$ cat src/rtl/blowfish128_stream_ctrl.sv
// Word-serial front/back end for a 128-bit Blowfish core.
// Ports: key word writes, 32-bit in/out valid/ready streams, core drive/return, sticky timeout flag.
module blowfish128_stream_ctrl #(
  parameter int TIMEOUT   = 4096,
  parameter bit MSW_FIRST = 1'b1
) (
  input  logic         Clk,
  input  logic         RstN,
  input  logic         key_wr,
  input  logic [3:0]   key_idx,
  input  logic [31:0]  key_data,
  input  logic [3:0]   key_len_in,
  output logic         key_busy,
  input  logic         in_valid,
  output logic         in_ready,
  input  logic [31:0]  in_data,
  input  logic         in_encrypt,
  output logic         out_valid,
  input  logic         out_ready,
  output logic [31:0]  out_data,
  output logic         out_last,
  output logic         err_timeout,
  output logic         core_enable,
  output logic         core_encrypt,
  output logic [127:0] core_pt,
  output logic [511:0] core_key,
  output logic [3:0]   core_key_len,
  input  logic [127:0] core_ct,
  input  logic         core_ready
);

  localparam logic [1:0] S_LOAD  = 2'd0;
  localparam logic [1:0] S_RUN   = 2'd1;
  localparam logic [1:0] S_DRAIN = 2'd2;

  localparam int WDW = $clog2(TIMEOUT);
  localparam logic [WDW-1:0] WD_MAX = WDW'(TIMEOUT - 1);

  logic [1:0]     state_q, state_d;
  logic [1:0]     cnt_q, cnt_d;
  logic [WDW-1:0] wd_q, wd_d;
  logic [127:0]   pt_q, pt_d;
  logic [127:0]   ct_q, ct_d;
  logic [511:0]   key_q, key_d;
  logic [3:0]     klen_q, klen_d;
  logic           enc_q, enc_d;
  logic           err_q, err_d;
  logic           en_q, en_d;
  logic           busy_q, busy_d;
  logic           irdy_q, irdy_d;
  logic           ovld_q, ovld_d;

  logic           in_hs;
  logic           out_hs;
  logic [1:0]     slot;

  assign in_hs  = irdy_q & in_valid;
  assign out_hs = ovld_q & out_ready;
  // Stream word n maps to 32-bit lane 3-n when the MSW goes first.
  assign slot   = MSW_FIRST ? ~cnt_q : cnt_q;

  always_comb begin
    state_d = state_q;
    cnt_d   = cnt_q;
    wd_d    = wd_q;
    pt_d    = pt_q;
    ct_d    = ct_q;
    key_d   = key_q;
    klen_d  = klen_q;
    enc_d   = enc_q;
    err_d   = err_q;

    if (key_wr && state_q != S_RUN) begin
      key_d[{key_idx, 5'd0} +: 32] = key_data;
      klen_d = key_len_in;
    end

    unique case (1'b1)
      (state_q == S_LOAD): begin
        wd_d = '0;
        if (in_hs) begin
          pt_d[{slot, 5'd0} +: 32] = in_data;
          if (cnt_q == 2'd0) enc_d = in_encrypt;
          cnt_d = cnt_q + 2'd1;
          if (cnt_q == 2'd3) state_d = S_RUN;
        end
      end
      (state_q == S_RUN): begin
        if (core_ready) begin
          ct_d    = core_ct;
          wd_d    = '0;
          state_d = S_DRAIN;
        end else if (wd_q == WD_MAX) begin
          err_d   = 1'b1;
          wd_d    = '0;
          state_d = S_LOAD;
        end else begin
          wd_d = wd_q + 1'b1;
        end
      end
      (state_q == S_DRAIN): begin
        if (out_hs) begin
          cnt_d = cnt_q + 2'd1;
          if (cnt_q == 2'd3) state_d = S_LOAD;
        end
      end
      default: begin
        cnt_d   = '0;
        wd_d    = '0;
        state_d = S_LOAD;
      end
    endcase

    // Handshake outputs are registered copies of the next state.
    en_d   = (state_d == S_RUN);
    busy_d = (state_d == S_RUN);
    irdy_d = (state_d == S_LOAD);
    ovld_d = (state_d == S_DRAIN);
  end

  always_ff @(posedge Clk or negedge RstN) begin
    if (!RstN) begin
      state_q <= S_LOAD;
      cnt_q   <= '0;
      wd_q    <= '0;
      pt_q    <= '0;
      ct_q    <= '0;
      key_q   <= '0;
      klen_q  <= '0;
      enc_q   <= 1'b0;
      err_q   <= 1'b0;
      en_q    <= 1'b0;
      busy_q  <= 1'b0;
      irdy_q  <= 1'b0;
      ovld_q  <= 1'b0;
    end else begin
      state_q <= state_d;
      cnt_q   <= cnt_d;
      wd_q    <= wd_d;
      pt_q    <= pt_d;
      ct_q    <= ct_d;
      key_q   <= key_d;
      klen_q  <= klen_d;
      enc_q   <= enc_d;
      err_q   <= err_d;
      en_q    <= en_d;
      busy_q  <= busy_d;
      irdy_q  <= irdy_d;
      ovld_q  <= ovld_d;
    end
  end

  assign key_busy     = busy_q;
  assign in_ready     = irdy_q;
  assign out_valid    = ovld_q;
  assign out_data     = ovld_q ? ct_q[{slot, 5'd0} +: 32] : 32'd0;
  assign out_last     = ovld_q & (cnt_q == 2'd3);
  assign err_timeout  = err_q;
  assign core_enable  = en_q;
  assign core_encrypt = enc_q;
  assign core_pt      = pt_q;
  assign core_key     = key_q;
  assign core_key_len = klen_q;

endmodule

$ cat config.mk
export PLATFORM = sky130hd
export DESIGN_NAME = blowfish128_stream_ctrl
export DESIGN_NICKNAME = d
export VERILOG_FILES = /design/src/rtl/blowfish128_stream_ctrl.sv
export SDC_FILE = /design/constraint.sdc
export NUM_CORES = 1
export LEC_CHECK = 0
export ABC_AREA = 1
export ABC_CLOCK_PERIOD_IN_PS = 2750
export CAP_MARGIN = 20
export CORE_AREA = 4 4 342 344
export CTS_BUF_LIST = sky130_fd_sc_hd__clkbuf_4 sky130_fd_sc_hd__clkbuf_8
export CTS_CLUSTER_DIAMETER = 100
export CTS_CLUSTER_SIZE = 40
export DETAILED_ROUTE_END_ITERATION = 10
export DIE_AREA = 0 0 346 348
export HOLD_SLACK_MARGIN = 0.03
export PLACE_DENSITY = 0.57
export SLEW_MARGIN = 20
export SYNTH_ARGS = -nofsm -noshare
export SYNTH_HDL_FRONTEND = slang
export SYNTH_SLANG_ARGS = --single-unit
$ cat constraint.sdc
create_clock -name Clk -period 2.75 [get_ports Clk]
set_input_delay 0.4125 -clock Clk [delete_from_list [all_inputs] [get_ports Clk]]
set_output_delay 0.4125 -clock Clk [all_outputs]
set_load 0.03 [all_outputs]
Yosys cells after proc, flatten, opt, wreduce, memory -nomap -nowiden. Index checks and enable logic that the tools add are counted.

Register bits: 793. Input port bits: 207. Output and inout port bits: 683. Logic and storage cells: 61.

Add/subtract/negate cells: 4. Equality and inequality tests: 9. Shift-type cells: 5. Mux-type cells: 16. Bitwise logic cells: 6. Reductions and logical operators: 9.

Operators by type and width (number): $bwmux W512 (1); $shift A32 B11 Y512 const A (1); $shiftx A32 B11 Y512 (1); $bwmux W128 (1); $shift A32 B9 Y128 const A (1); $shiftx A128 B8 Y32 (1); $shiftx A32 B9 Y128 (1); $mux W32 (1); $mux W12 (2); $pmux W12 S2 (1); $mux W2 (8); $add A12 B1 Y12 const B (1); $eq A12 B12 Y1 const B (1); $pmux W2 S3 (2); $neg A9 Y11 (1); $neg A7 Y9 (1); $reduce_and A3 Y1 (3); $eq A2 B2 Y1 const B (3); $logic_not A2 Y1 (3); $eq A2 B1 Y1 const B (2); $ne A2 B2 Y1 const B (2); $reduce_and A2 Y1 (2); $and A1 B1 Y1 (3); $add A2 B1 Y2 const B (1); 4 further kinds (5).

Longest topological paths before layout. Gate-level depths: netlist of the first run.

Depth after elaboration: 5. Gate-level depth with buffers: 12.

Worst setup path before layout of the first run. OpenSTA, ideal clock, no wires.

Path type: flip-flop to flip-flop. Start: register cnt_q[0]. End: register pt_q[12], in the netlist core_pt[12]. Library setup time: 66 ps. Data arrival time: 2403 ps. Data required time: 2684 ps. Slack: 280 ps. Cell stages (with the launch flop): 10. Clock period less this slack: 2470 ps. Path through: dfrtp_1 > inv_1 > clkbuf_1 > clkbuf_1 > ha_1 > clkbuf_1 > nor3_1 > clkbuf_1 > nand3_1 > nand2_1.

Word-level cells in the longest chain between the ends: 4.

Ends and longest elaborated chain: start: declaration (line 40) `logic [1:0] cnt_q, cnt_d;`; start signal: assignment (line 138) `cnt_q <= cnt_d;`; $not A2 Y2 * (line 60) `assign slot = MSW_FIRST ? ~cnt_q : cnt_q;`; $neg A7 Y9 * (line 82) `pt_d[{slot, 5'd0} +: 32] = in_data;`; $shiftx A32 B9 Y128 or $shift A32 B9 Y128 (tied branches) (line 82); $bwmux W128 * (line 82); end signal: assignment (line 140) `pt_q <= pt_d;`; end: declaration (line 42) `logic [127:0] pt_q, pt_d;`.

Every way passes the cells marked *; elsewhere a longest branch is shown, timed or not. A chain may end at the register's enable or synchronous reset.

Final worst setup path of the first run.
Start: register cnt_q[0]. End: output port out_data[25].

Word-level cells in the longest chain between the ends: 3.

Ends and longest elaborated chain: $not A2 Y2 (line 60); $shiftx A128 B8 Y32 (line 156) `assign out_data = ovld_q ? ct_q[{slot, 5'd0} +: 32] : 32'd0;`; $mux W32 (line 156); end: declaration (line 20) `output logic [31:0] out_data,`.

Every way passes these cells.

==> results.py, run 1 <==
metrics = {
    "outcome": {
        "status": "finished clean",
    },
    "layout": {
        "finalNonFillerCells": 6079,
        "nNetsFinal": 4746,
        "drive_gt1_share_pct": 10.3,
        "syn_to_final_growth_pct": 38.5,
    },
    "timing": {
        "fin_worst_skew_ns": 0.0791,
        "min_period_ns": 2.72,
        "finalCritPeriodShare_pct": 99.0,
        "slew_headroom_pct": 16.2,
        "grt_setup_unrepaired": "true",
        "setup_viol": 0,
        "drv_slew": 0,
        "tns_ns": 0,
        "hold_viol": 0,
        "clock.fmax_mhz": 367,
        "worstMarginPinSlew_ns": 1.25,
    },
    "synth": {
        "avgSynthCellArea_um2": 9.00,
        "synth_top_area_share_pct": 59.6,
        "synth_warnings": 0,
        "ys_ff_latch": 793,
        "synthArstFlopShare_pct": 100,
        "ys_top_cells_by_area": "dfrtp_1, nand2_1, nand3_1",
        "synthCells": 3702,
        "ys_seq_area_share_pct": 59.6,
        "synth_cell_types": 28,
        "synthMostInstantiatedCell": "nand2_1",
        "synth_edf_count": 0,
        "synth_area_leader_cell": "dfrtp_1",
        "synth_ff_type": "dfrtp_1",
        "synth_nets": 3918,
        "netlist_area_um2": 33300,
        "netlist_top_cells_count": "nand2_1, dfrtp_1, nand3_1",
    },
    "drt": {
        "antenna_left": 0,
        "vias_per_cell": 5.02,
        "wl_um": 151000,
        "first_pass_iters": 5,
        "drtIter0Drc": 2776,
        "detail_route.wl_per_cell_um": 24.8,
        "num_vias": 30500,
        "drc_errors": 0,
    },
    "critical_path": {
        "crit_required_ns": 2.34,
        "reg2reg_from": "cnt_q[0]$_DFFE_PN0P_",
        "r2r_cells": 7,
        "crit_fanout": 16,
        "worstSetupPathType": "register to output port",
        "rrSetupSlack_ns": 0.29,
        "arrival_ns": 2.31,
        "cp-start-kind": "register",
        "end_kind": "output port",
        "r2r-end": "core_pt[0]$_DFFE_PN0P_",
    },
    "flow_run": {
        "max-cap-violations": 0,
    },
    "min_path": {
        "min-delay-path-class": "primary input to register",
        "hold_path_depth": 3,
        "worstHoldEndpoint": "core_key_len[1]$_DFFE_PN0P_",
        "hold_start": "key_len_in[1]",
    },
    "die": {
        "dieWidth_um": 346,
        "ios": 890,
        "start_util_pct": 29.2,
        "dieArea_um2": 120000,
        "core_um2": 114000,
        "rows": 124,
        "fp.dieH_um": 348,
    },
    "global_route": {
        "antenna_found_initial": 21,
        "grt_busiest_layer": "met2",
        "overflow": 0,
        "met2_usage_pct": 38.5,
        "grt_max_degree": 87,
        "grt.total_usage_pct": 24.0,
        "grt_pass1_wl_um": 216000,
        "grt_use_met3_pct": 4.73,
        "met1_usage_pct": 31.9,
        "grt_pass1_vias": 29700,
    },
    "placed_design": {
        "dp_cells": 5994,
        "dp_hpwl_um": 110000,
        "port_buffers": 889,
        "routabilityCongestion": 0.880,
    },
    "cts": {
        "clock-sinks": 793,
        "path_clk_slew_ns": 0.19,
        "max-clock-path-buffers": 3,
        "cts_tree": "yes",
        "worstSkewPairLatency_ns": 0.82,
        "cts.htree.levels": 2,
        "root_buffer": "clkbuf_8",
        "cts_buffers": 35,
    },
    "power_and_ir_drop": {
        "power-per-cell-area_nw_per_um2": 983,
        "finalPower_mw": 45.3,
        "p_leak_nw": 22.2,
        "max-vdd-ir-drop_mv": 0.723,
    },
}
-- cells in the final DEF, fill, tap and decap left out, types with 3 or more instances in the layout --
cell | Yosys | final
nand2_1 | 1257 | 1249
clkdlybuf4s50_1 | 0 | 855
dfrtp_1 | 793 | 790
nand3_1 | 468 | 466
o21ai_0 | 234 | 223
nor2_1 | 200 | 188
buf_4 | 8 | 168
mux2_2 | 128 | 128
nand4_1 | 100 | 100
inv_1 | 92 | 89
nor3_1 | 66 | 65
buf_12 | 0 | 61
clkbuf_8 | 0 | 36
a21oi_1 | 34 | 30
diode_2 | 0 | 14
o21ai_1 | 0 | 10
nor2_2 | 4 | 9
ha_1 | 9 | 9
nor2_4 | 1 | 8
nand2_2 | 2 | 8
clkinv_16 | 0 | 8
inv_2 | 6 | 6
a21oi_2 | 0 | 4
inv_6 | 0 | 4
xor2_1 | 3 | 3
inv_12 | 0 | 3
dfrtp_2 | 0 | 3
-- layout make-up --
| type | instances | area (um2) |
|---|---|---|
| well taps | 1512 | 1890 |
| flip-flops and latches | 793 | 19800 |
| multi-input cells | 2512 | 11900 |
| repair buffers | 1089 | 11100 |
| clock buffers | 37 | 503 |
| clock inverters | 23 | 432 |
| fillers | 11400 | 67700 |
| inverters | 99 | 384 |
| diodes | 14 | 35.0 |
-- critical path, cell delays in order, from the launching register on --
cell and delay [ns]:
dfrtp_2 0.51, buf_12 0.16, clkbuf_16 0.18, nor2_1 0.11, nor2_1 0.04, o21ai_1 0.21
a21oi_1 0.14, buf_4 0.18
-- timing repair --
item / in CTS / in global routing
pin swaps: 2 / 11
hold endpoints to repair: 271 / 0
resized for setup: 23 / 7
endpoints found under the setup margin: 33 / 17
hold buffers: 2 / 0
cloned: 1 / 2
setup buffers: 4 / 3
-- power breakdown --
part           total [mW]  internal, mW  switching, mW
registers            17.8          15.2           2.53
logic                21.5          7.99           13.5
clock network        6.03          1.57           4.46
total                45.3          24.8           20.5
-- flip-flops by register name, summed over array words and instances, names as in the netlist --
name          flops
core_key        512
err_timeout       1
key_busy          1
wd_q             12
state_q           2
ct_q            128
core_key_len      4
in_ready          1
core_encrypt      1
cnt_q             2
core_pt         128
out_valid         1
-- worst max path at each step --
stage / startpoint / to / slack (ns)
after floorplan: cnt_q[0]$_DFFE_PN0P_ / core_pt[12]$_DFFE_PN0P_ / 0.28
after global routing: cnt_q[0]$_DFFE_PN0P_ / out_data[2] / -0.03
after detailed placement: key_idx[1] / core_key[330]$_DFFE_PN0P_ / -0.05
after global placement: key_idx[1] / core_key[63]$_DFFE_PN0P_ / -0.02
after CTS: cnt_q[0]$_DFFE_PN0P_ / out_data[5] / 0.002
final: cnt_q[0]$_DFFE_PN0P_ / out_data[25] / 0.03
-- per-stage QoR --
stage	util (%)	worst slack [ns]	hold slack, ns	instance area, um2
3_5_place_dp	39.5	-0.0493	0.424	45000
2_1_floorplan	-	0.280	0.117	33300
6_report	40.5	0.0268	0.136	46100
4_1_cts	40.4	0.00170	0.0465	46000
3_3_place_gp	39.5	-0.0210	0.425	45000
5_1_grt	40.5	-0.0271	0.107	46100
-- metal layers --
layer | share of wire (%) | routed length [um]
met2 | 47 | 70200
met4 | 4.8 | 7180
met3 | 6.7 | 10100
met5 | 0.049 | 74
met1 | 42 | 63300
-- logic make-up after synthesis --
family | share of synthesized area (%)
DFF | 59.6
adders and majority gates | 0.338
buffers and inverters | 5.00
and+or+nand+nor | 26.5
muxes | 4.33
AOI/OAI and AO/OA | 4.15
xor gates and xnor gates | 0.105
Power figures use the tool's default switching activity.
==> run 2: changes to the inputs <==
--- a/config.mk
+++ b/config.mk
@@ -14,7 +14,7 @@
 export CTS_CLUSTER_SIZE = 40
 export DETAILED_ROUTE_END_ITERATION = 10
 export DIE_AREA = 0 0 346 348
-export HOLD_SLACK_MARGIN = 0.03
+export HOLD_SLACK_MARGIN = 0.02
 export PLACE_DENSITY = 0.57
 export SLEW_MARGIN = 20
 export SYNTH_ARGS = -nofsm -noshare
==> run 2 against run 1 <==
Critical path depth is the same; clock-buffer cell count is the same; wire length shrank 0.18%; flip-flop and latch count is the same; critical path type unchanged; clock skew is essentially flat; non-clock buffer count shrank 1; sequential share of layout area is essentially flat; sequential power is essentially flat; maximum frequency is essentially flat; combinational power is essentially flat; die area is the same; cell area is essentially flat.
==> results.py, run 2 (same netlist as run 1, synthesis figures left out) <==
metrics = {
    "die": {
        "rows": 124,
        "dieWidth_um": 346,
        "start_util_pct": 29.2,
        "dieArea_um2": 120000,
        "core_um2": 114000,
        "ios": 890,
        "fp.dieH_um": 348,
    },
    "min_path": {
        "min-delay-path-class": "primary input to register",
    },
    "timing": {
        "setup_viol": 0,
        "drv_slew": 0,
        "min_period_ns": 2.73,
        "fin_worst_skew_ns": 0.0788,
        "worstMarginPinSlew_ns": 1.29,
        "hold_viol": 0,
        "finalCritPeriodShare_pct": 99.1,
        "whs_ns": 0.123,
        "clock.fmax_mhz": 367,
        "slew_headroom_pct": 13.3,
        "grt_setup_unrepaired": "true",
    },
    "drt": {
        "antenna_left": 0,
        "vias_per_cell": 4.99,
        "first_pass_iters": 5,
        "num_vias": 30300,
        "detail_route.wl_per_cell_um": 24.8,
        "drtIter0Drc": 2821,
        "drc_errors": 0,
        "wl_um": 151000,
    },
    "global_route": {
        "grt_pass1_wl_um": 216000,
        "grt_max_degree": 87,
        "grt.total_usage_pct": 24.0,
        "grt_busiest_layer": "met2",
        "grt_use_met3_pct": 4.72,
        "grt_pass1_vias": 29700,
        "met1_usage_pct": 31.9,
        "met2_usage_pct": 38.5,
        "antenna_found_initial": 21,
        "overflow": 0,
    },
    "cts": {
        "cts.htree.levels": 2,
        "worstSkewPairLatency_ns": 0.81,
        "cts_buffers": 35,
        "max-clock-path-buffers": 3,
        "path_clk_slew_ns": 0.22,
        "cts_tree": "yes",
        "clock-sinks": 793,
        "root_buffer": "clkbuf_8",
    },
    "critical_path": {
        "r2r_cells": 7,
        "worstSetupPathType": "register to output port",
        "end_kind": "output port",
        "reg2reg_from": "cnt_q[0]$_DFFE_PN0P_",
        "critPathMaxStageDelay_ns": 0.51,
        "rrSetupSlack_ns": 0.31,
        "crit_top_cell": "nor2_1",
        "arrival_ns": 2.31,
        "crit_required_ns": 2.34,
        "r2r-end": "core_pt[0]$_DFFE_PN0P_",
        "cpMaxStageDelayCell": "dfrtp_2",
        "cp-startpoint": "cnt_q[0]$_DFFE_PN0P_",
        "crit_fanout": 16,
        "cp-endpoint": "out_data[25]",
        "path_cells": "buf_12, clkbuf_16, nor2_1, nor2_1, o21ai_1, a21oi_1, buf_4",
        "cp-start-kind": "register",
    },
    "layout": {
        "multi_input_comb_area_um2": 11900,
        "nFillCells": 11400,
        "layout_commonest_cell": "nand2_1",
        "drive_gt1_share_pct": 10.3,
        "seqCellArea_um2": 19800,
        "largest_reg_flops": 512,
        "nNetsFinal": 4745,
        "final_cell_mix": "nand2_1, clkdlybuf4s50_1, dfrtp_1, nand3_1, o21ai_0",
        "finalNonFillerCells": 6077,
        "syn_to_final_growth_pct": 38.5,
    },
    "power_and_ir_drop": {
        "max-vdd-ir-drop_mv": 0.722,
        "power-per-cell-area_nw_per_um2": 982,
        "p_leak_nw": 22.2,
    },
    "placed_design": {
        "dp_hpwl_um": 110000,
        "dp_cells": 5994,
        "routabilityCongestion": 0.880,
        "port_buffers": 889,
    },
    "outcome": {
        "status": "finished clean",
    },
    "flow_run": {
        "max-cap-violations": 0,
    },
}
run 2: worst max-delay path: cells and delay by family, from the launching register on:
family	cells	cell delay (ns)
buffers and inverters	3	0.52
AO/OA/AOI/OAI	2	0.35
flip-flops	1	0.51
AND/OR/NAND/NOR	2	0.15
run 2: routing by layer:
layer  wire length, um  vias to the layer above
li1                  -                    13700
met1             63200                    15200
met4              7220                       10
met5                74                        -
met3             10000                      257
met2             70100                     1181
run 2: area by class of cell:
type / instances / area share [%]
diodes: 13 / 0.0705
clock buffers: 37 / 1.09
clock inverters: 23 / 0.936
inverters: 99 / 0.833
multi-input cells: 2512 / 25.8
flip-flops and latches: 793 / 43.0
well taps: 1512 / 4.10
repair buffers: 1088 / 24.1
run 2: how the worst min path moves through the flow:
stage                   from                           to  depth (start not counted)
2_1_floorplan           RstN         cnt_q[0]$_DFFE_PN0P_                          0
3_3_place_gp            RstN         ct_q[86]$_DFFE_PN0P_                          1
3_5_place_dp            RstN         ct_q[86]$_DFFE_PN0P_                          1
4_1_cts        key_len_in[0]  core_key_len[0]$_DFFE_PN0P_                          3
5_1_grt        key_len_in[0]  core_key_len[0]$_DFFE_PN0P_                          3
6_report       key_len_in[0]  core_key_len[0]$_DFFE_PN0P_                          3
run 2: where the power goes:
part / total, mW / leakage, nW / internal, mW / switching (mW)
combinational: 21.5 / 11.3 / 7.99 / 13.5
clock: 6.01 / 0.444 / 1.57 / 4.44
sequential: 17.8 / 10.4 / 15.2 / 2.52
total: 45.3 / 22.2 / 24.8 / 20.5
run 2: stage by stage:
stage	utilization [%]	power, mW	setup WS (ns)	instance area [um2]	TNS (ns)
2_1_floorplan	-	28.6	0.280	33300	0
3_3_place_gp	39.5	38.9	-0.0210	45000	-0.0412
3_5_place_dp	39.5	39.1	-0.0493	45000	-1.49
4_1_cts	40.4	45.4	0.00170	46000	0
5_1_grt	40.5	47.5	-0.0271	46100	-0.115
6_report	40.5	45.3	0.0244	46100	0
run 2: timing repair:
item,in CTS,in global routing
setup buffers,4,3
gates cloned,1,2
gates resized for setup,23,7
pin swaps,2,11
hold endpoints to repair,219,0
hold buffers,1,0
setup endpoints to repair,33,17
